[src/rtl/mem_arbiter.sv]
// Two-port memory bus arbiter: icache refill (I) and dcache/LSU (D) share one external bus.
// D has priority; a starvation counter forces an I grant after STARVE_MAX back-to-back D grants.
module mem_arbiter #(
    parameter int unsigned STARVE_MAX = 4,
    parameter int unsigned TIMEOUT    = 255
) (
    input  logic        clk,
    input  logic        rst,
    input  logic        i_iread_en,
    input  logic [31:0] i_iaddr,
    output logic [31:0] o_inst,
    output logic        o_iread_vd,
    input  logic        i_read_en,
    input  logic        i_write_en,
    input  logic [31:0] i_memaddr,
    input  logic [31:0] i_write_data,
    output logic [31:0] o_read_data,
    output logic        o_read_vd,
    output logic        o_write_done,
    output logic        o_bus_req,
    output logic        o_bus_we,
    output logic [31:0] o_bus_addr,
    output logic [31:0] o_bus_wdata,
    input  logic        i_bus_ack,
    input  logic [31:0] i_bus_rdata,
    output logic        o_timeout,
    output logic        o_busy
);

    localparam int SW = (STARVE_MAX > 1) ? $clog2(STARVE_MAX + 1) : 1;
    localparam int TW = (TIMEOUT > 1) ? $clog2(TIMEOUT + 1) : 1;
    localparam logic [SW-1:0] STARVE_TOP = SW'(STARVE_MAX);
    localparam logic [TW-1:0] TMO_LAST   = TW'((TIMEOUT > 0) ? TIMEOUT - 1 : 0);

    typedef enum logic [1:0] {
        IDLE  = 2'd0,
        GNT_I = 2'd1,
        GNT_D = 2'd2
    } state_t;

    state_t          state;
    logic [SW-1:0]   starve_cnt;
    logic [TW-1:0]   tmo_cnt;

    logic d_req;
    logic done_any;
    logic starve_full;
    logic timeout_hit;

    assign d_req       = i_read_en | i_write_en;
    assign done_any    = o_iread_vd | o_read_vd | o_write_done;
    assign starve_full = (starve_cnt == STARVE_TOP);
    assign timeout_hit = (TIMEOUT != 0) && (tmo_cnt == TMO_LAST);

    // NOTE: every register here, state and outputs alike, is updated with <= so all
    // right-hand sides see pre-edge values regardless of statement order.
    always_ff @(posedge clk or negedge rst) begin
        if (!rst) begin
            state        <= IDLE;
            starve_cnt   <= '0;
            tmo_cnt      <= '0;
            o_inst       <= '0;
            o_iread_vd   <= 1'b0;
            o_read_data  <= '0;
            o_read_vd    <= 1'b0;
            o_write_done <= 1'b0;
            o_bus_req    <= 1'b0;
            o_bus_we     <= 1'b0;
            o_bus_addr   <= '0;
            o_bus_wdata  <= '0;
            o_timeout    <= 1'b0;
            o_busy       <= 1'b0;
        end else begin
            o_iread_vd   <= 1'b0;
            o_read_vd    <= 1'b0;
            o_write_done <= 1'b0;
            o_timeout    <= 1'b0;

            case (state)
                IDLE: begin
                    if (!i_iread_en)
                        starve_cnt <= '0;
                    // The completion cycle never grants: the serviced requester may still
                    // hold its level request, and both sides are re-evaluated a cycle later.
                    if (!done_any) begin
                        if (d_req && !(i_iread_en && starve_full)) begin
                            state       <= GNT_D;
                            o_bus_req   <= 1'b1;
                            o_busy      <= 1'b1;
                            o_bus_we    <= i_write_en;
                            o_bus_addr  <= i_memaddr;
                            o_bus_wdata <= i_write_data;
                            tmo_cnt     <= '0;
                            if (i_iread_en)
                                starve_cnt <= starve_cnt + SW'(1);
                        end else if (i_iread_en) begin
                            state      <= GNT_I;
                            o_bus_req  <= 1'b1;
                            o_busy     <= 1'b1;
                            o_bus_we   <= 1'b0;
                            o_bus_addr <= i_iaddr;
                            tmo_cnt    <= '0;
                            starve_cnt <= '0;
                        end
                    end
                end

                GNT_I, GNT_D: begin
                    if (i_bus_ack || timeout_hit) begin
                        state     <= IDLE;
                        o_bus_req <= 1'b0;
                        o_busy    <= 1'b0;
                        o_bus_we  <= 1'b0;
                        o_timeout <= !i_bus_ack;
                        if (state == GNT_I) begin
                            o_iread_vd <= 1'b1;
                            o_inst     <= i_bus_ack ? i_bus_rdata : '0;
                        end else if (o_bus_we) begin
                            o_write_done <= 1'b1;
                        end else begin
                            o_read_vd   <= 1'b1;
                            o_read_data <= i_bus_ack ? i_bus_rdata : '0;
                        end
                    end else begin
                        tmo_cnt <= tmo_cnt + TW'(1);
                    end
                end

                default: begin
                    state     <= IDLE;
                    o_bus_req <= 1'b0;
                    o_busy    <= 1'b0;
                end
            endcase
        end
    end

endmodule
[config.mk]
export PLATFORM = sky130hd
export DESIGN_NAME = mem_arbiter
export DESIGN_NICKNAME = d
export VERILOG_FILES = /design/src/rtl/mem_arbiter.sv
export SDC_FILE = /design/constraint.sdc
export NUM_CORES = 1
export LEC_CHECK = 0
export BUFFER_PORTS_ARGS = -buffer_cell sky130_fd_sc_hd__buf_2
export CORE_ASPECT_RATIO = 1.2
export CORE_UTILIZATION = 53
export CTS_BUF_LIST = sky130_fd_sc_hd__clkbuf_4
export DETAILED_ROUTE_END_ITERATION = 8
export GPL_TIMING_DRIVEN = 0
export MAX_ROUTING_LAYER = met4
export PLACE_DENSITY = 0.88
export SYNTH_ARGS = -nofsm -noshare
export SYNTH_HDL_FRONTEND = slang
export SYNTH_SLANG_ARGS = --single-unit
[constraint.sdc]
create_clock -name clk -period 5.4 [get_ports clk]
set_clock_uncertainty 0.05 [all_clocks]
set_input_delay 0.54 -clock clk [delete_from_list [all_inputs] [get_ports clk]]
set_output_delay 0.54 -clock clk [all_outputs]
set_load 0.01 [all_outputs]
==> results of run 1 <==
[routing by layer]
metal / global-route usage, % / up-vias / part of all wire, %
li1: - / 2481 / -
met1: 31.02 / 2637 / 37
met2: 52.95 / 266 / 52
met3: 8.844 / 48 / 8.4
met4: 13.59 / 0 / 3.1
met5: - / - / 0
[metrics by stage]
stage          util [%]  hold slack, ps  std cells  worst slack, ps  cell area [um^2]
2_1_floorplan         -           194.4        534             3445              6197
3_3_place_gp      69.03           409.1        955             1809              7726
3_5_place_dp      69.33           415.7        956             3012              7760
4_1_cts           72.08           127.7        989             3022              8068
5_1_grt           72.08           132.6        989             2773              8068
6_report          72.08           179.8        989             3019              8068
[placed cells by master, fill, tap and decap left out, types with 17 or more instances in the layout]
master    synthesis  layout
a22o_1           33      33
buf_2            14     280
clkbuf_1         22      22
clkbuf_4          0      17
dfrtp_1         147     147
inv_1            42      42
mux2_2           33      33
mux2i_1          32      32
nand2_1          38      38
nand4_1          33      33
o21ai_0          66      66
[flip-flops by register name, indices dropped and copies added, names as in the netlist, 2 cells and up]
name,flops
o_inst,32
o_read_data,32
o_bus_addr,32
starve_cnt,3
tmo_cnt,8
state,2
o_bus_wdata,32
[final timing paths]
kind | slack, ps | end | cells past startpoint | startpoint
max | 3020 | o_inst[31] | 7 | state[1]
min | 180 | o_read_data[8] | 2 | i_bus_rdata[8]
max reg2reg | 3020 | o_inst[31] | 7 | state[1]
min reg2reg | 440 | o_bus_addr[10] | 2 | o_bus_addr[10]
max in group asynchronous | 4000 | o_read_data[20] | 3 | rst
min in group asynchronous | 450 | o_read_data[23] | 2 | rst
[cells by family after synthesis]
logic type | count (synthesis) | share of synthesized area (%)
simple gates | 108 | 9.449
mux | 65 | 11.17
fa+ha+maj | 6 | 1.211
buf+inv | 82 | 5.673
flops | 147 | 59.36
compound gates | 126 | 13.14
[critical path: stages, from the launching register on]
cell	delay, ps
dfrtp_1	380
inv_1	60
ha_1	360
nand4_1	130
o21ai_0	440
and2_1	330
clkbuf_1	350
o21ai_0	150
[area by class of cell]
type / instances / area, um^2 / share of cell area (%)
flip-flops and latches: 147 / 3679 / 45.60
inverters: 42 / 157.7 / 1.954
clock buffers: 17 / 127.6 / 1.582
clock inverters: 15 / 170.2 / 2.109
well taps: 154 / 192.7 / 2.388
repair buffers: 269 / 1380 / 17.11
plain buffers: 40 / 193.9 / 2.404
multi-input cells: 305 / 2167 / 26.86
[report_power, final]
part	leakage [nW]	internal, mW	switching, mW
clock network	0.157	0.289	0.434
logic	2.29	0.973	1.31
registers	1.78	1.62	0.288
==> Implementation_results.wiki, run 1 <==
{| class="wikitable"
! Metric !! Value
|-
| Status || finished clean
|-
| Die Width || 100.7 um
|-
| Min cycle time layout || 2381 ps
|-
| Count of unresolved DRC violations after routing || 0
|-
| Number of max-cap violations || 0
|-
| Top cell type's share of synthesized area || 59.36%
|-
| Final Hold Fails || 0
|-
| Overall die height || 120.5 um
|-
| Weighted congestion at the end of routability-driven global placement || 0.8370
|-
| Total global routing track utilization || 30.19%
|-
| IR drop worst, VDD || 377.7 uV
|-
| Initial cell density of the core || 55.37%
|-
| Number of unique standard cell types used by synthesis || 42
|-
| Static leakage || 4.228 nW
|-
| Clock latency at the later pin of the worst-skew pair || 520 ps
|-
| Hold buffers post-CTS || 1
|-
| Crit path capture type || flip-flop
|-
| Areal power density over the cells || 608.5 nW/um^2
|-
| Worst-path fanout max || 10
|-
| TritonCTS clock tree || built
|-
| CORE AREA || 11190 um^2
|-
| Number of enable flip-flop cells after synthesis || 0
|-
| Element type at the critical path start || flip-flop
|-
| Max Fclk || 420.0 MHz
|-
| Vias in the first global route || 5679
|-
| Pin count of the biggest net entering global routing || 100
|-
| DRC violation total after the first TritonRoute iteration || 238
|-
| Total setup buffers inserted after CTS || 0
|-
| Total routed wirelength || 17410 um
|-
| Sum of negative setup slack || 0 ps
|-
| Net count of the finished layout || 962
|-
| IO Pins || 269
|-
| Max H-tree Level || 4
|-
| Sequential cell area fraction in the yosys report || 59.36%
|-
| Worst min path class || in -> reg
|-
| Dominant register cell in the synthesized netlist || dfrtp_1
|-
| Number of antenna violations at the first check in global routing || 0
|-
| Remaining global-route overflow || 0
|-
| PortBufs || 267
|-
| Mean instance size in the synthesized netlist || 11.61 um^2
|-
| Ratio of routed vias to standard cells || 5.492
|-
| DPL Wire Length || 13160 um
|-
| Total number of vias || 5432
|-
| Antenna cells || 0
|-
| Cell taking the most area after synthesis || dfrtp_1
|-
| First-pass GRT wire length || 27070 um
|-
| Share of cells above drive strength 1 || 42.51%
|-
| Ranking of synthesized cells by instance count || dfrtp_1, o21ai_0, inv_1
|-
| Tightest slew margin relative to the limit || 51.88%
|-
| Count of filler cells inserted in the layout || 797
|-
| Post-cts sizing count || 0
|-
| Area growth syn-to-layout || 30.18%
|-
| Syn nets || 674
|-
| Unrepaired setup endpoints after global routing || false
|-
| Number of slew-limit violations in the final report || 0
|-
| Clk root buf || clkbuf_4
|-
| Critical setup path kind || reg -> reg
|-
| Async S/R FF share, synth || 100.0%
|-
| Tcrit/Tclk final || 44.09%
|-
| Clock buffer depth || 2
|-
| Synthesis-stage register bit count || 147
|-
| Cell types with the largest area share after synthesis || dfrtp_1, mux2_2, o21ai_0
|-
| Clock slew at the register clock pins of the worst setup and hold paths || 150 ps
|-
| Routed wire length per instance || 17.61 um
|-
| Count of mapped cells out of synthesis || 534
|-
| Cell row count || 42
|-
| Detailed-router iteration count before antenna repair || 4
|-
| Final ANT Viol Nets || 0
|-
| Req. time, crit path || 5740 ps
|-
| Worst endpoint data arrival time || 2720 ps
|-
| Number of setup violations in the final report || 0
|-
| Transition time at the pin with the least slew margin || 716.2 ps
|-
| Total CTS buffers || 17
|-
| Most numerous cell in the Yosys netlist || dfrtp_1
|-
| Total design power || 4.909 mW
|-
| Clk sink count || 147
|-
| Number of warning messages in the yosys log || 0
|-
| Area of the mapped netlist || 6197 um^2
|-
| Overall die area || 12130 um^2
|}
No activity file was read; power rests on OpenSTA's default activity.
==> run 2: changes to the inputs <==
Settings changed: CORE_UTILIZATION 53 to 44, PLACE_DENSITY 0.88 to 0.78.
Clock period 5.4 ns to 2.15 ns, I/O delays scaled along.
==> run 2 against run 1 <==
Non-clock buffer count rose by 134. Routed wire length grew 14%. Register-to-register slack worse by 3000 ps. First-iteration DRC count rose by 42%. Cell count rose by 15%. Clock-buffer cell count increased by 1. Die area increased by 20%. Clock power rose by 140%. Critical path depth grew 1. Flip-flop and latch count is the same. Utilization fell by 3.1 points.
==> Implementation_results.wiki, run 2 (synthesis gave the netlist of run 1 again) <==
{| class="wikitable"
! Metric !! Value
|-
| Clk root buf || clkbuf_4
|-
| Post-placement cell area || 7781 um^2 (+0.27%)
|-
| Routed wire length per instance || 17.42 um (-1.1%)
|-
| Worst flop-to-flop path endpoint || o_read_data[18]
|-
| Number of setup violations in the final report || 0 (unchanged)
|-
| Clock buffer depth || 2 (unchanged)
|-
| Crit path capture type || flip-flop
|-
| Areal power density over the cells || 1338 nW/um^2 (+120%)
|-
| Status || finished clean
|-
| Overall die area || 14560 um^2 (+20%)
|-
| Switching power of the nets || 5.269 mW (+160%)
|-
| Count of unresolved DRC violations after routing || 0 (unchanged)
|-
| Max Fclk || 471.5 MHz (+12%)
|-
| Reg2Reg Setup Slack || 30 ps (-2990 ps)
|-
| DRC violation total after the first TritonRoute iteration || 338 (+42%)
|-
| Static leakage || 4.825 nW (+14%)
|-
| Min cycle time layout || 2121 ps (-260.3 ps)
|-
| Tcrit/Tclk final || 98.64% (+55 points)
|-
| First-pass GRT wire length || 30140 um (+11%)
|-
| Tightest slew margin relative to the limit || 65.73% (+14 points)
|-
| Total global routing track utilization || 27.85% (-2.3 points)
|-
| Initial cell density of the core || 45.04% (-10 points)
|-
| Number of antenna violations at the first check in global routing || 1 (+1)
|-
| Max H-tree Level || 4 (unchanged)
|-
| Total routed wirelength || 19880 um (+14%)
|-
| Clock slew at the register clock pins of the worst setup and hold paths || 140 ps (about the same)
|-
| Cells along the critical path || inv_1 -> ha_1 -> nand4_1 -> o21a_1 -> or3_1 -> buf_6 -> buf_8 -> a22o_1
|-
| Fraction of power consumed by sequential logic || 37.8% (-1.0 points)
|-
| Detailed-router iteration count before antenna repair || 5 (+1)
|-
| Req. time, crit path || 2520 ps (-3220 ps)
|-
| Overall die height || 132.0 um (+9.6%)
|-
| Final ANT Viol Nets || 0 (unchanged)
|-
| Part of the total power dissipated in the clock network || 13.5% (-1.2 points)
|-
| Weighted congestion at the end of routability-driven global placement || 0.8368 (about the same)
|-
| Max stage delay cell, worst path || dfrtp_1
|-
| Clk sink count || 147 (unchanged)
|-
| Final Hold Fails || 0 (unchanged)
|-
| Final core area utilization || 68.99% (-3.1 points)
|-
| DPL Wire Length || 12150 um (-7.6%)
|-
| Unrepaired setup endpoints after global routing || true
|-
| Switching Share || 41.47% (+0.13 points)
|-
| Place WS || -291.1 ps (-3303 ps)
|-
| Commonest cells after routing, fill and taps aside || buf_2, dfrtp_1, dlygate4sd3_1, o21ai_0, inv_1
|-
| Number of slew-limit violations in the final report || 0 (unchanged)
|-
| Worst setup endpoint || o_read_data[18]
|-
| Pin count of the biggest net entering global routing || 102 (+2.0%)
|-
| Area growth syn-to-layout || 53.18%
|-
| Most common cell after layout, fill and taps aside || buf_2
|-
| Total number of vias || 5996 (+10%)
|-
| Clock latency at the later pin of the worst-skew pair || 530 ps (about the same)
|-
| Remaining global-route overflow || 0 (unchanged)
|-
| Number of max-cap violations || 0 (unchanged)
|-
| Share of cells above drive strength 1 || 38.08% (-4.4 points)
|-
| Worst R2R Start || tmo_cnt[0]
|-
| Net count of the finished layout || 1096 (+14%)
|-
| Worst-case reg-to-reg path depth || 8 (+1)
|-
| Count of filler cells inserted in the layout || 986 (+24%)
|-
| IO Pins || 269 (unchanged)
|-
| Family of cells with the greatest summed delay on the critical path || simple AND/OR/NAND/NOR gates
|-
| Finished layout cell area || 9493 um^2 (+18%)
|-
| IR drop worst, VDD || 838.9 uV (+120%)
|-
| TritonCTS clock tree || built
|-
| Ratio of routed vias to standard cells || 5.255 (-4.3%)
|-
| Largest stage delay on the critical path || 430 ps (about the same)
|-
| Number of standard cells in the final layout excluding fillers || 1141 (+15%)
|-
| Area of combinational cells with multiple inputs || 2213 um^2 (+2.1%)
|-
| P_int || 7.437 mW (+160%)
|-
| Element type at the critical path start || flip-flop
|-
| Total area of sequential cells || 3679 um^2 (unchanged)
|-
| PortBufs || 267 (unchanged)
|-
| Die Width || 110.3 um (+9.6%)
|-
| Worst endpoint data arrival time || 2490 ps (-230 ps)
|-
| Cell depth of the worst setup path || 8 (+1)
|-
| Launch point of the worst path || tmo_cnt[0]
|-
| Worst min path class || in -> async
|-
| Combinational share of power || 48.6% (+2.2 points)
|-
| Total CTS buffers || 17 (unchanged)
|-
| Cell row count || 47 (+12%)
|-
| Critical setup path kind || reg -> reg
|-
| Final WS setup || 29.32 ps (-2990 ps)
|-
| Cells after DPL || 973 (+1.8%)
|-
| Vias in the first global route || 6152 (+8.3%)
|-
| Transition time at the pin with the least slew margin || 514.0 ps (-202.2 ps)
|-
| CORE AREA || 13760 um^2 (+23%)
|-
| Combined buffer and inverter count along the critical path || 3 (+1)
|-
| Worst-path fanout max || 10 (unchanged)
|}
run 2: changes by cell type in the layout (fill, tap and decap cells not counted), moves of 2 or more:
cell | previous run | this run
buf_2 | 280 | 276
buf_4 | 1 | 4
buf_8 | 0 | 2
clkbuf_1 | 22 | 17
clkbuf_2 | 0 | 4
clkbuf_4 | 17 | 21
dlygate4sd3_1 | 1 | 131
inv_1 | 42 | 40
inv_2 | 0 | 2
nor3_1 | 4 | 2
run 2: worst min-delay path by stage:
stage,startpoint,slack (ps),depth (start not counted),end
finish,rst,120,2,o_read_vd
global route,i_bus_ack,80,3,o_inst[19]
CTS,i_bus_ack,70,3,o_inst[18]
detailed placement,rst,120,1,o_read_data[22]
global placement,i_bus_rdata[2],400,2,o_read_data[2]
floorplan,rst,-130,0,o_bus_addr[0]
run 2: metal layers:
metal | GRT usage (%) | wire [um]
met4 | 11.04 | 439
met1 | 31.25 | 7824
met2 | 47.62 | 10240
met3 | 5.833 | 1371
met5 | - | 0
run 2: through the flow:
step / setup TNS [ps] / hold WS (ps) / total power [mW]
2_1_floorplan: 0 / -130.6 / 8.139
3_3_place_gp: -191110 / 396.5 / 10.29
3_5_place_dp: -5373 / 121.9 / 10.48
4_1_cts: 0 / 65.54 / 12.46
5_1_grt: -1346 / 81.17 / 13.52
6_report: 0 / 121.2 / 12.71
run 2: cell type report:
| class | count | area share [%] |
|---|---|---|
| multi-input cells | 305 | 23.32 |
| diodes | 1 | 0.02636 |
| clock inverters | 14 | 1.503 |
| flip-flops and latches | 147 | 38.75 |
| clock buffers | 18 | 1.423 |
| inverters | 42 | 1.661 |
| repair buffers | 403 | 28.75 |
| well taps | 171 | 2.254 |
| plain buffers | 40 | 2.320 |
run 2: power by group through the flow:
stage	registers [mW]	logic (mW)	clock network, mW
finish	4.81	6.18	1.72
global route	4.94	6.72	1.86
CTS	4.74	5.93	1.78
global placement	4.73	5.56	0
detailed placement	4.76	5.72	0
floorplan	5.34	2.80	0
run 2: repair_timing:
item	4_1_cts	5_1_grt
gates resized for setup	7	18
buffers inserted	0	3
cloned	0	1
hold buffers	131	0
pin swaps	0	10
hold endpoints to repair	178	0
endpoints found under the setup margin	63	75
run 2: worst reg2reg max path, stage by stage (launching register included):
cell     delay (ps)
dfrtp_1         430
inv_1           110
ha_1            200
nand4_1         160
o21a_1          230
or3_1           320
buf_6           160
buf_8           140
a22o_1          220
